===== config.mk =====
export PLATFORM = sky130hd
export DESIGN_NAME = piso_shift_tx
export DESIGN_NICKNAME = d
export VERILOG_FILES = /design/src/rtl/piso_shift_tx.sv
export SDC_FILE = /design/constraint.sdc
export NUM_CORES = 1
export LEC_CHECK = 0
export ABC_AREA = 1
export BUFFER_PORTS_ARGS = -buffer_cell sky130_fd_sc_hd__buf_2
export CAP_MARGIN = 20
export CORE_AREA = 2 2 39 41
export DETAILED_ROUTE_END_ITERATION = 12
export DIE_AREA = 0 0 41 43
export SETUP_SLACK_MARGIN = 0.15
export SLEW_MARGIN = 40
export SYNTH_ARGS = -nofsm -noshare
export SYNTH_HDL_FRONTEND = slang
export SYNTH_SLANG_ARGS = --single-unit

===== constraint.sdc =====
create_clock -name clk -period 0.8 [get_ports clk]
set_input_delay 0.12 -clock clk [delete_from_list [all_inputs] [get_ports clk]]
set_output_delay 0.12 -clock clk [all_outputs]
set_load 0.02 [all_outputs]

===== src/rtl/piso_shift_tx.sv =====
// Parallel-in serial-out transmitter: MSB-first frame of WIDTH bits (plus even parity when PISO_SHIFT_TX_PARITY_EN is defined).
// Latency: first bit on q the cycle after load&ready; done marks the last frame bit; one idle cycle between frames.
// Backpressure: ready is high only in IDLE; load is ignored while a frame is shifting out.
module piso_shift_tx #(
  parameter int WIDTH = 4
) (
  input  logic             clk,
  input  logic             rst,
  input  logic [WIDTH-1:0] din,
  input  logic             load,
  output logic             ready,
  output logic             q,
  output logic             q_valid,
  output logic             done
);

`ifdef PISO_SHIFT_TX_PARITY_EN
  localparam int FL = WIDTH + 1;
`else
  localparam int FL = WIDTH;
`endif
  localparam int CW = $clog2(WIDTH + 1);

  typedef enum logic {
    S_IDLE  = 1'b0,
    S_SHIFT = 1'b1
  } state_t;

  state_t        r_state;
  state_t        w_state_nxt;
  logic [FL-1:0] r_shift;
  logic [CW-1:0] r_cnt;
  logic [FL-1:0] w_frame;
  logic          w_last;
  logic          w_accept;

`ifdef PISO_SHIFT_TX_PARITY_EN
  // Even parity: the appended bit makes the frame's total count of ones even.
  assign w_frame = {din, ^din};
`else
  assign w_frame = din;
`endif

  assign w_last = (r_cnt == CW'(FL - 1));

  always_ff @(posedge clk or posedge rst) begin
    if (rst) begin
      r_state <= S_IDLE;
    end else begin
      r_state <= w_state_nxt;
    end
  end

  // Outputs decode from registered state only, so reset clears them without a clock edge.
  always_comb begin
    w_state_nxt = r_state;
    w_accept    = 1'b0;
    ready       = 1'b0;
    q           = 1'b0;
    q_valid     = 1'b0;
    done        = 1'b0;
    case (r_state)
      S_IDLE: begin
        ready = 1'b1;
        if (load) begin
          w_accept    = 1'b1;
          w_state_nxt = S_SHIFT;
        end
      end
      S_SHIFT: begin
        q       = r_shift[FL-1];
        q_valid = 1'b1;
        done    = w_last;
        if (w_last) begin
          w_state_nxt = S_IDLE;
        end
      end
      default: begin
        w_state_nxt = S_IDLE;
      end
    endcase
  end

  always_ff @(posedge clk or posedge rst) begin
    if (rst) begin
      r_shift <= '0;
      r_cnt   <= '0;
    end else if (w_accept) begin
      r_shift <= w_frame;
      r_cnt   <= '0;
    end else if (r_state == S_SHIFT) begin
      r_shift <= {r_shift[FL-2:0], 1'b0};
      // Counter parks at zero after the last bit rather than wrapping.
      r_cnt   <= w_last ? '0 : r_cnt + 1'b1;
    end
  end

endmodule


; ---- After elaboration in Yosys (flattened, before gate mapping)
; Index checks and enable logic that the tools add are counted.
[classes]
add_sub_neg = 1
n_mul = 0
div = 0
magnitude_cmp = 0
n_eq_ne = 1
n_shift = 0
n_mux = 13
bitwise_logic = 1
n_reduce_logical = 1
[op_table]
columns = op, count
row1 = 2-to-1 mux 3 bit, 3
row2 = 2-to-1 mux 4 bit, 2
row3 = 2-to-1 mux 1 bit, 7
row4 = "adder 3 x 1 -> 3 bit, second input constant", 1
row5 = "equality test 3 x 2 -> 1 bit, second input constant", 1
row6 = case mux 1 bit (2 select lines), 1
row7 = nonzero test 2 bit, 1
row8 = NOT 1 bit, 1
[word_totals]
register_bits = 8
latchBits = 0
mem_bits_rw = 0
mem_bits_ro = 0
input_bits = 7
out_inout_bits = 4
wordCells = 20
mem_count = 0

; ---- Longest topological paths before layout
[depth]
ltp_word = 4
mapped_depth = 4
depth_no_buf = 4

; ---- Least setup slack after synthesis
; No wires, ideal clock.
[synth_timing]
kind = reg-to-reg
from = register r_state
to = register r_state
setup_ns = 0.129
t_arrival_ns = 0.962
required_ns = 0.671
setup_slack_ns = -0.291
stages_incl_launch_ff = 5
path_buffers = 1
period_less_slack_ns = 1.091
cell_sequence = dfrtp_1 > buf_6 > nand2_1 > nor2_2 > nor2_1
[synth_between]
elab_chain_len = 2
[synth_lines]
columns = element, line_no
row1 = from (decl), 29  ; state_t r_state;
row2 = from (signal assigned), 50  ; r_state <= w_state_nxt;
row3 = NOT 1 bit, n/a
row4 = case mux 1 bit (2 select lines) (*), 62  ; case (r_state)
row5 = net w_state_nxt, 30  ; state_t w_state_nxt;
; The timed path passes the listed nets; every way through them passes the cells marked *.
; A chain may end at the register's enable or synchronous reset.

; ---- Worst setup path in the final report
[layout_timing]
from = register r_cnt[0]
to = output done
[layout_between]
elab_chain_len = 2
[layout_lines]
columns = element, line_no
row1 = from (decl), 32  ; logic [CW-1:0] r_cnt;
row2 = from (signal assigned), 94  ; r_cnt <= w_last ? '0 : r_cnt + 1'b1;
row3 = equality test 3 x 2 -> 1 bit, 44  ; assign w_last = (r_cnt == CW'(FL - 1));
row4 = 2-to-1 mux 1 bit, 62
row5 = to (decl), 14  ; output logic done
; Every way passes these cells.

==> impl_metrics.py <==
metrics = {
    "cells_and_area": {
        "antennaDiodeCount": 0,
        "postLayoutCoreUtil": 0.3960,
        "final_common_cell": "nand2_1",
        "mostFrequentLayoutCells": "15 x nand2_1, 9 x nand3_1, 8 x buf_2",
        "nets": 72,
        "syn_to_final_growth_pct": 46.49,
        "fill_cells": 153,
        "drive_gt1_frac": 0.4286,
    },
    "synthesis": {
        "ys_types": 11,
        "ys_warn_count": 0,
        "synth_seq_cells": 8,
        "synth_cells": 44,
        "postSynthAreaPerCell_um2": 8.502,
        "syn_area_um2": 374.1,
        "syn_nets": 52,
        "ys_seq_area_frac": 0.5351,
    },
    "die": {
        "die_y_um": 43,
        "die_area_mm2": 0.001763,
        "start_util": 0.2703,
        "std_cell_rows": 14,
        "die_w_um": 41,
        "ios": 11,
        "core_mm2": 0.001384,
    },
    "global_routing": {
        "grt_overflow": 0,
        "grt_use_total": 0.1063,
        "antenna_found_initial": 0,
        "grt_pass1_vias": 312,
        "grt_pass1_wl_um": 1221,
        "grt_max_degree": 9,
    },
    "power": {
        "p_leak_nw": 0.2802,
        "powerDensity_mw_per_mm2": 3602,
        "ir_worst_vdd_mv": 1.247,
        "finalPower_mw": 1.974,
    },
    "sta": {
        "fin_ws_ns": -0.3949,
        "slew_headroom": 0.8720,
        "layout_min_cycle_time_ns": 1.195,
        "hold-worst-slack_ns": 0.1010,
        "worst_slew_pin_slew_ns": 0.1915,
        "rsz0062_at_grt": "yes",
        "timing.fmax_ghz": 0.8369,
        "report.final.slew_viol_count": 0,
        "finalHoldViolCount": 0,
        "post-route-period-util": 1.494,
        "setup_violations": 12,
        "fin_skew_ns": 0.008883,
    },
    "detailed_routing": {
        "drt-total-wl_um": 744,
        "drc_errors": 0,
        "drt_iter0_markers": 4,
        "vias_per_cell": 4.380,
        "ant_nets": 0,
        "vias": 346,
        "first_pass_iters": 2,
        "wl_per_cell_um": 9.418,
    },
    "job": {
        "cap_violations": 0,
    },
    "clock_tree": {
        "clk_latency_ns": 0.26,
        "cts.clk_slew.worst_paths_ns": 0.06,
        "h-tree-depth": 1,
        "clk_path_buf_depth": 2,
        "cts_buffers": 3,
        "clockRootBuffer": "clkbuf_4",
        "cts_tree": "done",
        "clock_sinks": 8,
    },
    "setup_path": {
        "critPathMaxFanout": 2,
        "start_kind": "flip-flop",
        "end_kind": "primary output",
        "path_class": "reg -> out",
        "critPathRequiredTime_ns": 0.68,
        "arrival_ns": 1.07,
    },
    "outcome": {
        "outcome": "finished with violations",
        "violations": "setup timing",
    },
    "placement": {
        "gp_congestion": 0.7288,
        "numPortBuffers": 10,
        "dp_hpwl_um": 542.5,
    },
    "hold_path": {
        "hold_path.class": "in -> reg",
    },
}
synthesized netlist by cell type:
cell / count / area share
a21oi_1: 1 / 0.013
buf_6: 1 / 0.030
dfrtp_1: 8 / 0.54
ha_1: 1 / 0.033
inv_1: 4 / 0.040
inv_2: 1 / 0.010
nand2_1: 16 / 0.16
nand3_1: 9 / 0.12
nor2_1: 1 / 0.010
nor2_2: 1 / 0.017
nor2_4: 1 / 0.030
repair_timing:
item                                    CTS  global route
pin swaps                                 3             0
setup buffers                             2             0
endpoints found under the setup margin   12            20
hold buffers                              1             0
gates resized for setup                   5             2
hold endpoints to repair                  8             0
worst max-delay path: stages (launching register included):
cell,delay [ns]
dfrtp_1,0.41
ha_4,0.18
nand2_4,0.06
nor2_4,0.04
buf_6,0.12
report_power, final:
group	total [mW]	leakage, nW	switching (mW)	internal, mW
Clock	0.336	0.0150	0.144	0.191
Sequential	0.694	0.102	0.141	0.553
Combinational	0.945	0.163	0.488	0.456
Total	1.97	0.280	0.774	1.20
registers in the layout (all words and copies together) (netlist names):
name,flops
r_state,1
r_cnt,3
r_shift,4
final cells by class:
cell class | count | area (um^2) | share of cell area
repair buffers | 16 | 106.4 | 0.1941
inverters | 5 | 22.52 | 0.04110
clock buffers | 4 | 26.28 | 0.04795
flip-flops and latches | 8 | 201.4 | 0.3676
multi-input cells | 30 | 171.4 | 0.3128
well taps | 16 | 20.02 | 0.03653
routing by layer:
| metal | part of all wire | global-route usage |
|---|---|---|
| met5 | 0 | 0 |
| met1 | 0.47 | 0.1320 |
| met3 | 0.043 | 0.06283 |
| met2 | 0.47 | 0.1469 |
| met4 | 0.022 | 0.04000 |
metrics by stage:
stage | instance area, um^2 | setup slack [ns] | setup TNS (ns) | instances
2_1_floorplan | 387.9 | -0.1678 | -1.278 | 44
3_3_place_gp | 469.2 | -0.1760 | -1.108 | 72
3_5_place_dp | 469.2 | -0.2000 | -1.182 | 72
4_1_cts | 541.8 | -0.3895 | -2.709 | 79
5_1_grt | 548.0 | -0.4372 | -3.279 | 79
6_report | 548.0 | -0.3949 | -2.729 | 79
path summary, 6_finish.rpt:
check / startpoint / slack, ns / end / cells past startpoint
max: r_cnt[0] / -0.39 / done / 4
min: din[0] / 0.10 / r_shift[0] / 3
max reg2reg: r_state / -0.21 / r_shift[1] / 4
min reg2reg: r_shift[0] / 0.47 / r_shift[0] / 2
max in group asynchronous: rst / 0.33 / r_state / 3
min in group asynchronous: rst / 0.31 / r_shift[3] / 3
cell families after synthesis:
logic type / Yosys count / synth area share
simple gates: 28 / 0.3378
flops: 8 / 0.5351
buf+inv: 6 / 0.08024
compound gates: 1 / 0.01337
fa+ha+maj: 1 / 0.03344
Power figures use the tool's default switching activity.
